### config.mk
export PLATFORM = sky130hd
export DESIGN_NAME = chaos_op_sequencer
export DESIGN_NICKNAME = d
export VERILOG_FILES = /design/src/rtl/chaos_op_sequencer.sv
export SDC_FILE = /design/constraint.sdc
export NUM_CORES = 1
export LEC_CHECK = 0
export CAP_MARGIN = 20
export CELL_PAD_IN_SITES_DETAIL_PLACEMENT = 2
export CELL_PAD_IN_SITES_GLOBAL_PLACEMENT = 2
export CORE_MARGIN = 4
export CORE_UTILIZATION = 36
export DETAILED_ROUTE_END_ITERATION = 7
export HOLD_SLACK_MARGIN = 0.08
export PLACE_DENSITY_LB_ADDON = 0.2
export SLEW_MARGIN = 20
export SYNTH_ARGS = -nofsm -noshare
export SYNTH_HDL_FRONTEND = slang
export SYNTH_SLANG_ARGS = --single-unit
### constraint.sdc
create_clock -name clk -period 4.3 [get_ports clk]
set_input_delay 1.29 -clock clk [delete_from_list [all_inputs] [get_ports clk]]
set_output_delay 1.29 -clock clk [all_outputs]
set_load 0.005 [all_outputs]
### src/rtl/chaos_op_sequencer.sv
// chaos_op_sequencer
// Sequences (op, a, b) requests onto the key-configured chaotic logic datapath.
// Each op maps to one of NUM_VAR equivalent 12-bit gate keys held in a programmable
// table. A 16-bit LFSR picks the variant per request, falling back to the
// lowest-index valid variant. The datapath result is captured and returned over
// a valid/ready response port.
//
// Ports:
//   clk, rst            clock; synchronous active-high reset
//   cfg_we/op/var/key   key-table write (sets entry valid)
//   cfg_clr             clear entry valid bit (ignored when cfg_we=1)
//   rekey_en            1: LFSR picks variant; 0: variant 0 preferred
//   req_*               request channel (valid/ready, op, operands)
//   rsp_*               response channel (valid/ready, result, variant, error)
//   chaos_a/b/key       registered datapath drive
//   chaos_y             datapath result, combinational from chaos_*
module chaos_op_sequencer #(
    parameter int unsigned NUM_OPS   = 4,
    parameter int unsigned NUM_VAR   = 4,
    parameter logic [15:0] LFSR_SEED = 16'hACE1,
    localparam int unsigned OP_W     = (NUM_OPS > 1) ? $clog2(NUM_OPS) : 1,
    localparam int unsigned VAR_W    = (NUM_VAR > 1) ? $clog2(NUM_VAR) : 1
) (
    input  logic             clk,
    input  logic             rst,
    input  logic             cfg_we,
    input  logic [OP_W-1:0]  cfg_op,
    input  logic [VAR_W-1:0] cfg_var,
    input  logic [11:0]      cfg_key,
    input  logic             cfg_clr,
    input  logic             rekey_en,
    input  logic             req_valid,
    output logic             req_ready,
    input  logic [OP_W-1:0]  req_op,
    input  logic [31:0]      req_a,
    input  logic [31:0]      req_b,
    output logic             rsp_valid,
    input  logic             rsp_ready,
    output logic [31:0]      rsp_y,
    output logic [VAR_W-1:0] rsp_var,
    output logic             rsp_err,
    output logic [31:0]      chaos_a,
    output logic [31:0]      chaos_b,
    output logic [11:0]      chaos_key,
    input  logic [31:0]      chaos_y
);

    typedef enum logic [1:0] {StIdle, StExec, StResp} state_e;

    state_e             state_q, state_d;
    logic               up_q;  // low for the cycle after reset so req_ready stays 0
    logic [15:0]        lfsr_q, lfsr_d, lfsr_next;
    logic [31:0]        chaos_a_q, chaos_a_d;
    logic [31:0]        chaos_b_q, chaos_b_d;
    logic [11:0]        chaos_key_q, chaos_key_d;
    logic [31:0]        rsp_y_q, rsp_y_d;
    logic [VAR_W-1:0]   rsp_var_q, rsp_var_d;
    logic               rsp_err_q, rsp_err_d;

    logic [11:0]        key_tbl_q [NUM_OPS][NUM_VAR];
    logic [NUM_VAR-1:0] key_vld_q [NUM_OPS];

    logic [NUM_VAR-1:0] op_vld;
    logic [VAR_W-1:0]   v0, sel_var;
    logic               sel_ok;

    // Fibonacci x^16+x^14+x^13+x^11+1, shifting left with feedback into bit 0
    assign lfsr_next = {lfsr_q[14:0], lfsr_q[15] ^ lfsr_q[13] ^ lfsr_q[12] ^ lfsr_q[10]};

    // Key table: contents are unreset; only the valid bits are cleared by rst.
    always_ff @(posedge clk) begin
        if (cfg_we) begin
            key_tbl_q[cfg_op][cfg_var] <= cfg_key;
        end
    end

    always_ff @(posedge clk) begin
        if (rst) begin
            for (int i = 0; i < int'(NUM_OPS); i++) begin
                key_vld_q[i] <= '0;
            end
        end else if (cfg_we) begin
            key_vld_q[cfg_op][cfg_var] <= 1'b1;
        end else if (cfg_clr) begin
            key_vld_q[cfg_op][cfg_var] <= 1'b0;
        end
    end

    // Variant pick: preferred v0 if valid, else lowest-index valid variant.
    always_comb begin
        op_vld  = key_vld_q[req_op];
        v0      = rekey_en ? lfsr_q[VAR_W-1:0] : '0;
        sel_ok  = 1'b0;
        sel_var = '0;
        if (int'(v0) < int'(NUM_VAR) && op_vld[v0]) begin
            sel_ok  = 1'b1;
            sel_var = v0;
        end else begin
            // Descending scan so the lowest valid index wins
            for (int i = int'(NUM_VAR) - 1; i >= 0; i--) begin
                if (op_vld[i]) begin
                    sel_ok  = 1'b1;
                    sel_var = VAR_W'(i);
                end
            end
        end
    end

    always_comb begin
        state_d     = state_q;
        lfsr_d      = lfsr_q;
        chaos_a_d   = chaos_a_q;
        chaos_b_d   = chaos_b_q;
        chaos_key_d = chaos_key_q;
        rsp_y_d     = rsp_y_q;
        rsp_var_d   = rsp_var_q;
        rsp_err_d   = rsp_err_q;
        case (state_q)
            StIdle: begin
                if (req_valid && req_ready) begin
                    lfsr_d = lfsr_next;
                    if (sel_ok) begin
                        chaos_a_d   = req_a;
                        chaos_b_d   = req_b;
                        chaos_key_d = key_tbl_q[req_op][sel_var];
                        rsp_var_d   = sel_var;
                        state_d     = StExec;
                    end else begin
                        // No usable key: skip the datapath, chaos_* stay cleared
                        rsp_err_d = 1'b1;
                        rsp_y_d   = '0;
                        rsp_var_d = '0;
                        state_d   = StResp;
                    end
                end
            end
            StExec: begin
                rsp_y_d   = chaos_y;
                rsp_err_d = 1'b0;
                state_d   = StResp;
            end
            StResp: begin
                if (rsp_ready) begin
                    // Scrub datapath drive so the key is not left exposed while idle
                    chaos_a_d   = '0;
                    chaos_b_d   = '0;
                    chaos_key_d = '0;
                    state_d     = StIdle;
                end
            end
            default: state_d = StIdle;
        endcase
    end

    always_ff @(posedge clk) begin
        if (rst) begin
            state_q     <= StIdle;
            up_q        <= 1'b0;
            lfsr_q      <= LFSR_SEED;
            chaos_a_q   <= '0;
            chaos_b_q   <= '0;
            chaos_key_q <= '0;
            rsp_y_q     <= '0;
            rsp_var_q   <= '0;
            rsp_err_q   <= 1'b0;
        end else begin
            state_q     <= state_d;
            up_q        <= 1'b1;
            lfsr_q      <= lfsr_d;
            chaos_a_q   <= chaos_a_d;
            chaos_b_q   <= chaos_b_d;
            chaos_key_q <= chaos_key_d;
            rsp_y_q     <= rsp_y_d;
            rsp_var_q   <= rsp_var_d;
            rsp_err_q   <= rsp_err_d;
        end
    end

    assign req_ready = (state_q == StIdle) && up_q;
    assign rsp_valid = (state_q == StResp);
    assign rsp_y     = rsp_y_q;
    assign rsp_var   = rsp_var_q;
    assign rsp_err   = rsp_err_q;
    assign chaos_a   = chaos_a_q;
    assign chaos_b   = chaos_b_q;
    assign chaos_key = chaos_key_q;

endmodule

==> impl_metrics.json, run 1 <==
{
  "status": "finished, final reports clean",
  "cts.sinks": 338,
  "synth.most_common_cell": "edfxtp_1",
  "critPathLaunchType": "flip-flop",
  "slew_headroom_pct": 45.3,
  "num_rows": 71,
  "place.gp.congestion": 0.768,
  "p_switching_mw": 2.02,
  "num_vias": 10100,
  "ys_types": 47,
  "dieHeight_microns": 204,
  "p_seq_share_pct": 45.7,
  "syn_inst": 1053,
  "dr.pass1.iters": 7,
  "grtUsageMet2_pct": 37.8,
  "overflow": 0,
  "min_period_over_period_pct": 82.5,
  "period_minus_slack_ps": 3550,
  "rsz0062_at_grt": "no",
  "drc": 0,
  "ys_seq_area_share_pct": 63.8,
  "area_delta_synth_final_pct": 30.0,
  "ys_dominant_reg_cell": "edfxtp_1",
  "drive_gt1_share_pct": 13.6,
  "fin_tns_setup_ps": 0,
  "fin_nets": 1393,
  "path_buf_inv": 1,
  "place_hpwl_microns": 31500,
  "max_freq_mhz": 282,
  "path_cells": "nor2b_1 -> clkdlybuf4s50_1",
  "fill_cells": 3710,
  "clkPwrFrac_pct": 41.5,
  "cts_hold_buf": 0,
  "h-tree-depth": 2,
  "start_util_pct": 36.6,
  "power_density_mw_per_mm2": 440,
  "cts-root-buf": "clkbuf_16",
  "path_class": "flip-flop to output pin",
  "drv_cap": 0,
  "synth-edff-count": 208,
  "endpoint_kind": "output pin",
  "cts_tree": "done",
  "hold_violations": 0,
  "drt_iter0_drc": 783,
  "p_sw_share_pct": 25.5,
  "leakagePower_nw": 6.00,
  "met3_usage_pct": 5.06,
  "pin_count": 234,
  "post_cts_buffers": 0,
  "ir_worst_vdd_mv": 0.355,
  "synth_area_sq_mm": 0.0139,
  "yosys.area.top_type_share_pct": 45.0,
  "ys_warn_count": 0,
  "path_max_fanout": 19,
  "grt_pass1_vias": 10900,
  "cpLargestDelayFamily": "flip-flops",
  "chipWidth_microns": 204,
  "crit_start": "state_q[1]$_SDFFE_PP0P_",
  "multi_input_area_sq_mm": 0.00459,
  "grt_first_pass_wirelength_microns": 70700,
  "syn_avg_cell_area_sq_um": 13.2,
  "final_area_sq_mm": 0.0180,
  "post_drt_wl_per_cell_microns": 26.0,
  "max_stage_delay_ps": 850,
  "ant_nets": 0,
  "holdCritStartpoint": "lfsr_q[8]$_SDFFE_PP0P_",
  "slew_violations": 0,
  "grt_most_used_layer": "met2",
  "clk_path_buf_depth": 3,
  "netlist_top_cells_count": "edfxtp_1, nor2_1, dfxtp_1",
  "via_per_inst": 5.59,
  "placed_cells": 1742,
  "totalWireLength_microns": 47200,
  "tightest_slew_ps": 819,
  "synth_area_leaders": "edfxtp_1, dfxtp_1, mux4_2",
  "cp.arrival_ps": 2260,
  "synth_seq_cells": 338,
  "final_cells": 1815,
  "synth_nets": 1174,
  "synthArstFlopShare_pct": 0,
  "internal_power_mw": 5.90,
  "core_sq_mm": 0.0378,
  "grtUsageTotal_pct": 22.1,
  "portBuffers": 233,
  "grt_max_degree": 79,
  "antenna_found_initial": 1,
  "r2r-start": "lfsr_q[0]$_SDFFE_PP1P_",
  "post_cts_resized": 0,
  "cp_slowest_cell": "dfxtp_1",
  "cts_made_buffers": 39,
  "critPathRequiredTime_ps": 3010,
  "final.setup_skew_ps": 19.1,
  "place_area_sq_mm": 0.0168,
  "use_met1_pct": 28.7,
  "power_mw": 7.93,
  "clk_pin_slew_ps": 60,
  "yosysTopAreaCell": "edfxtp_1",
  "report.final.setup_viol": 0,
  "dieArea_sq_mm": 0.0417,
  "regArea_sq_mm": 0.00885,
  "clock_latency_ps": 570,
  "min-delay-path-class": "flip-flop to flip-flop",
  "combPwrFrac_pct": 12.8
}
[flip-flops by register name (all words and copies together) (netlist names)]
register,count
chaos_key,12
key_tbl_q,192
state_q,2
rsp_err,1
chaos_b,32
rsp_y,32
key_vld_q,16
chaos_a,32
up_q,1
rsp_var,2
lfsr_q,16
[per-stage QoR]
step	setup slack, ps	util, %	hold WS, ps
6_report	751	47.6	459
5_1_grt	611	47.6	477
4_1_cts	728	47.6	462
3_5_place_dp	508	44.3	453
3_3_place_gp	533	44.3	443
2_1_floorplan	908	-	432
[layer usage]
| layer | vias up | routed length (microns) |
|---|---|---|
| li1 | 4472 | - |
| met1 | 5258 | 19600 |
| met2 | 348 | 23600 |
| met3 | 61 | 3160 |
| met4 | 0 | 818 |
| met5 | - | 0 |
[logic make-up after synthesis]
kind of cell | share of synthesized area [%]
AO/OA/AOI/OAI | 13.4
XOR/XNOR | 0.189
buffers and inverters | 3.42
flip-flops | 63.8
multiplexers | 9.19
AND/OR/NAND/NOR | 10.0
[power by group through the flow]
stage	Clock [mW]	Combinational [mW]	Sequential (mW)
final	3.29	1.02	3.62
after global routing	3.51	1.10	3.64
after CTS	3.38	1.02	3.62
after detailed placement	0	1.01	3.69
after global placement	0	0.973	3.68
after floorplan	0	0.537	3.67
[final timing paths]
path	end	slack [ps]	cells past startpoint
setup / recovery	rsp_valid	750	2
hold reg to reg	lfsr_q[9]$_SDFFE_PP0P_	460	2
setup reg to reg	chaos_key[5]$_SDFFE_PP0P_	1630	6
hold / removal	lfsr_q[9]$_SDFFE_PP0P_	460	2
[worst register-to-register path, stage by stage (launching register included)]
cell and delay, ps:
dfxtp_1 540, and2_1 230, mux4_2 520, nor2b_1 160, or3_1 580, nand3_1 230
a32o_1 320
[layout make-up]
class	instances	area share, %
clock inverters	22	1.12
repair buffers	275	14.8
inverters	3	0.0625
clock buffers	50	5.86
diodes	1	0.0139
multi-input cells	615	25.5
well taps	511	3.55
flip-flops and latches	338	49.1
[cells in the final DEF (no fill, tap or decap), types with 6 or more instances in the layout]
master / n
a211oi_1: 24
a21oi_1: 30
a22oi_1: 83
a31o_1: 17
a31o_2: 7
a31oi_1: 24
a32o_1: 12
and2_1: 27
buf_4: 41
clkbuf_1: 7
clkbuf_16: 39
clkdlybuf4s50_1: 230
clkinv_1: 7
clkinv_2: 7
dfxtp_1: 130
edfxtp_1: 208
mux2i_1: 7
mux4_2: 53
nand2_1: 44
nand2b_1: 6
nand3_1: 23
nor2_1: 133
nor2b_1: 7
nor3b_1: 39
o21ai_0: 28
o21ai_1: 10
o31ai_1: 12
Note: power is estimated with default switching activity, not from simulation.
==> run 2, diff against run 1 <==
==> constraint.sdc (replaced) <==
create_clock -name clk -period 3.5 [get_ports clk]
set_input_delay 1.05 -clock clk [delete_from_list [all_inputs] [get_ports clk]]
set_output_delay 1.05 -clock clk [all_outputs]
set_load 0.005 [all_outputs]
==> run 2 against run 1 <==
Effect of this change: combinational power is 28% higher; count of clock-buffer cells in the layout is 6 higher; setup slack got worse by 300 ps; die area did not move; critical path type unchanged; core utilization rose by 0.52 points; register-to-register slack lost 790 ps; largest power group unchanged; clock power increased by 16%; first-iteration DRC count is 7.2% lower; clock skew about the same; global-route usage up 0.25 points; hold slack lost 5.7 ps.
==> impl_metrics.json, run 2 (synthesis gave the netlist of run 1 again) <==
{
  "fin_ws_ps": 451,
  "slew_headroom_pct": 36.1,
  "grt_pass1_vias": 11100,
  "grt_max_degree": 57,
  "p_seq_share_pct": 46.5,
  "r2r_setup_slack_ps": 840,
  "drv_cap": 0,
  "post_cts_resized": 0,
  "internal_power_mw": 7.16,
  "core_sq_mm": 0.0378,
  "h-tree-depth": 2,
  "rsz0062_at_grt": "no",
  "cts-root-buf": "clkbuf_16",
  "slew_violations": 0,
  "cp_slowest_cell": "dfxtp_1",
  "largest_register_ffs": 192,
  "endpoint_kind": "output pin",
  "num_rows": 71,
  "place_hpwl_microns": 33000,
  "fin_nets": 1417,
  "start_util_pct": 36.6,
  "p_switching_mw": 2.41,
  "clkPwrFrac_pct": 39.8,
  "post_cts_buffers": 0,
  "chipWidth_microns": 204,
  "cts_tree": "done",
  "portBuffers": 233,
  "rr_endpoint": "chaos_key[1]$_SDFFE_PP0P_",
  "place_area_sq_mm": 0.0170,
  "cts_made_buffers": 39,
  "cpLargestDelayFamily": "flip-flops",
  "r2r-start": "key_vld_q[3][2]$_DFFE_PP_",
  "power_density_mw_per_mm2": 525,
  "leakagePower_nw": 6.10,
  "min_period_over_period_pct": 87.1,
  "num_vias": 10200,
  "grt_first_pass_wirelength_microns": 71100,
  "hold_depth": 2,
  "antenna_found_initial": 2,
  "clock_latency_ps": 550,
  "drt_iter0_drc": 727,
  "multi_input_area_sq_mm": 0.00459,
  "path_buf_inv": 1,
  "path_cells": "nor2b_1 -> clkdlybuf4s50_1",
  "dieArea_sq_mm": 0.0417,
  "regArea_sq_mm": 0.00885,
  "overflow": 0,
  "fill_cells": 3706,
  "tightest_slew_ps": 955,
  "status": "finished, final reports clean",
  "pin_count": 234,
  "path_max_fanout": 11,
  "hold_violations": 0,
  "cts.sinks": 338,
  "cp.depth": 2,
  "area_delta_synth_final_pct": 31.4,
  "drc": 0,
  "totalWireLength_microns": 48100,
  "clk_path_buf_depth": 3,
  "layout_common_cells": "clkdlybuf4s50_1, edfxtp_1, nor2_1, dfxtp_1, a22oi_1",
  "dieHeight_microns": 204,
  "critPathLaunchType": "flip-flop",
  "cts_hold_buf": 0,
  "period_minus_slack_ps": 3050,
  "dr.pass1.iters": 5,
  "critPathRequiredTime_ps": 2450,
  "top_register": "key_tbl_q",
  "final.setup_skew_ps": 19.3,
  "report.final.setup_viol": 0,
  "min-delay-path-class": "flip-flop to flip-flop",
  "clk_pin_slew_ps": 50,
  "post_drt_wl_per_cell_microns": 26.2,
  "max_stage_delay_ps": 590,
  "post-place-ws_ps": 25.8,
  "grtUsageTotal_pct": 22.3,
  "drive_gt1_share_pct": 14.4,
  "layout_commonest_cell": "clkdlybuf4s50_1",
  "max_freq_mhz": 328,
  "fin_tns_setup_ps": 0,
  "r2r.worst_path.cells": 7,
  "final_area_sq_mm": 0.0182,
  "p_sw_share_pct": 25.2,
  "cp.arrival_ps": 2000,
  "combPwrFrac_pct": 13.7,
  "holdCritStartpoint": "lfsr_q[8]$_SDFFE_PP0P_",
  "place.gp.congestion": 0.764,
  "ant_nets": 0,
  "worstHoldEndpoint": "lfsr_q[9]$_SDFFE_PP0P_",
  "via_per_inst": 5.57,
  "path_class": "flip-flop to output pin",
  "ir_worst_vdd_mv": 0.501
}
## run 2: how the worst max path moves through the flow
stage	from	endpoint	slack (ps)
2_1_floorplan	req_op[1]	chaos_key[0]$_SDFFE_PP0P_	350
3_3_place_gp	req_op[0]	chaos_key[8]$_SDFFE_PP0P_	110
3_5_place_dp	req_op[0]	chaos_key[7]$_SDFFE_PP0P_	30
4_1_cts	state_q[1]$_SDFFE_PP0P_	rsp_valid	420
5_1_grt	state_q[1]$_SDFFE_PP0P_	req_ready	330
6_report	state_q[1]$_SDFFE_PP0P_	rsp_valid	450
## run 2: through the flow
stage | util (%) | power (mW) | instances | hold WS (ps)
detailed placement | 45.1 | 5.84 | 1766 | 456
finish | 48.2 | 9.57 | 1833 | 453
global placement | 45.1 | 5.77 | 1766 | 439
CTS | 48.2 | 9.69 | 1832 | 464
global route | 48.2 | 9.98 | 1833 | 484
floorplan | - | 5.17 | 1053 | 432
## run 2: area by class of cell
type / instances / share of cell area, %
sequential: 338 / 48.5
multi-input combinational: 615 / 25.2
timing repair buffer: 299 / 16.2
clock buffer: 56 / 5.99
tap: 511 / 3.51
clock inverter: 10 / 0.460
inverter: 3 / 0.0618
antenna: 1 / 0.0137
## run 2: tightest hold or removal path, stage by stage, from the launching register on
cell and delay (ps):
dfxtp_1 310, nand2_1 50, a21oi_1 50
## run 2: layer usage
layer	routed length (microns)	up-vias	track usage [%]
li1	-	4521	-
met1	19900	5303	28.7
met2	24200	323	38.7
met3	2910	70	4.51
met4	1020	0	5.91
met5	0	-	0
## run 2: power groups by stage
stage,combinational (mW),clock [mW],sequential [mW]
floorplan,0.660,0,4.51
global placement,1.25,0,4.52
detailed placement,1.30,0,4.53
CTS,1.32,3.91,4.45
global route,1.41,4.10,4.46
finish,1.31,3.81,4.45
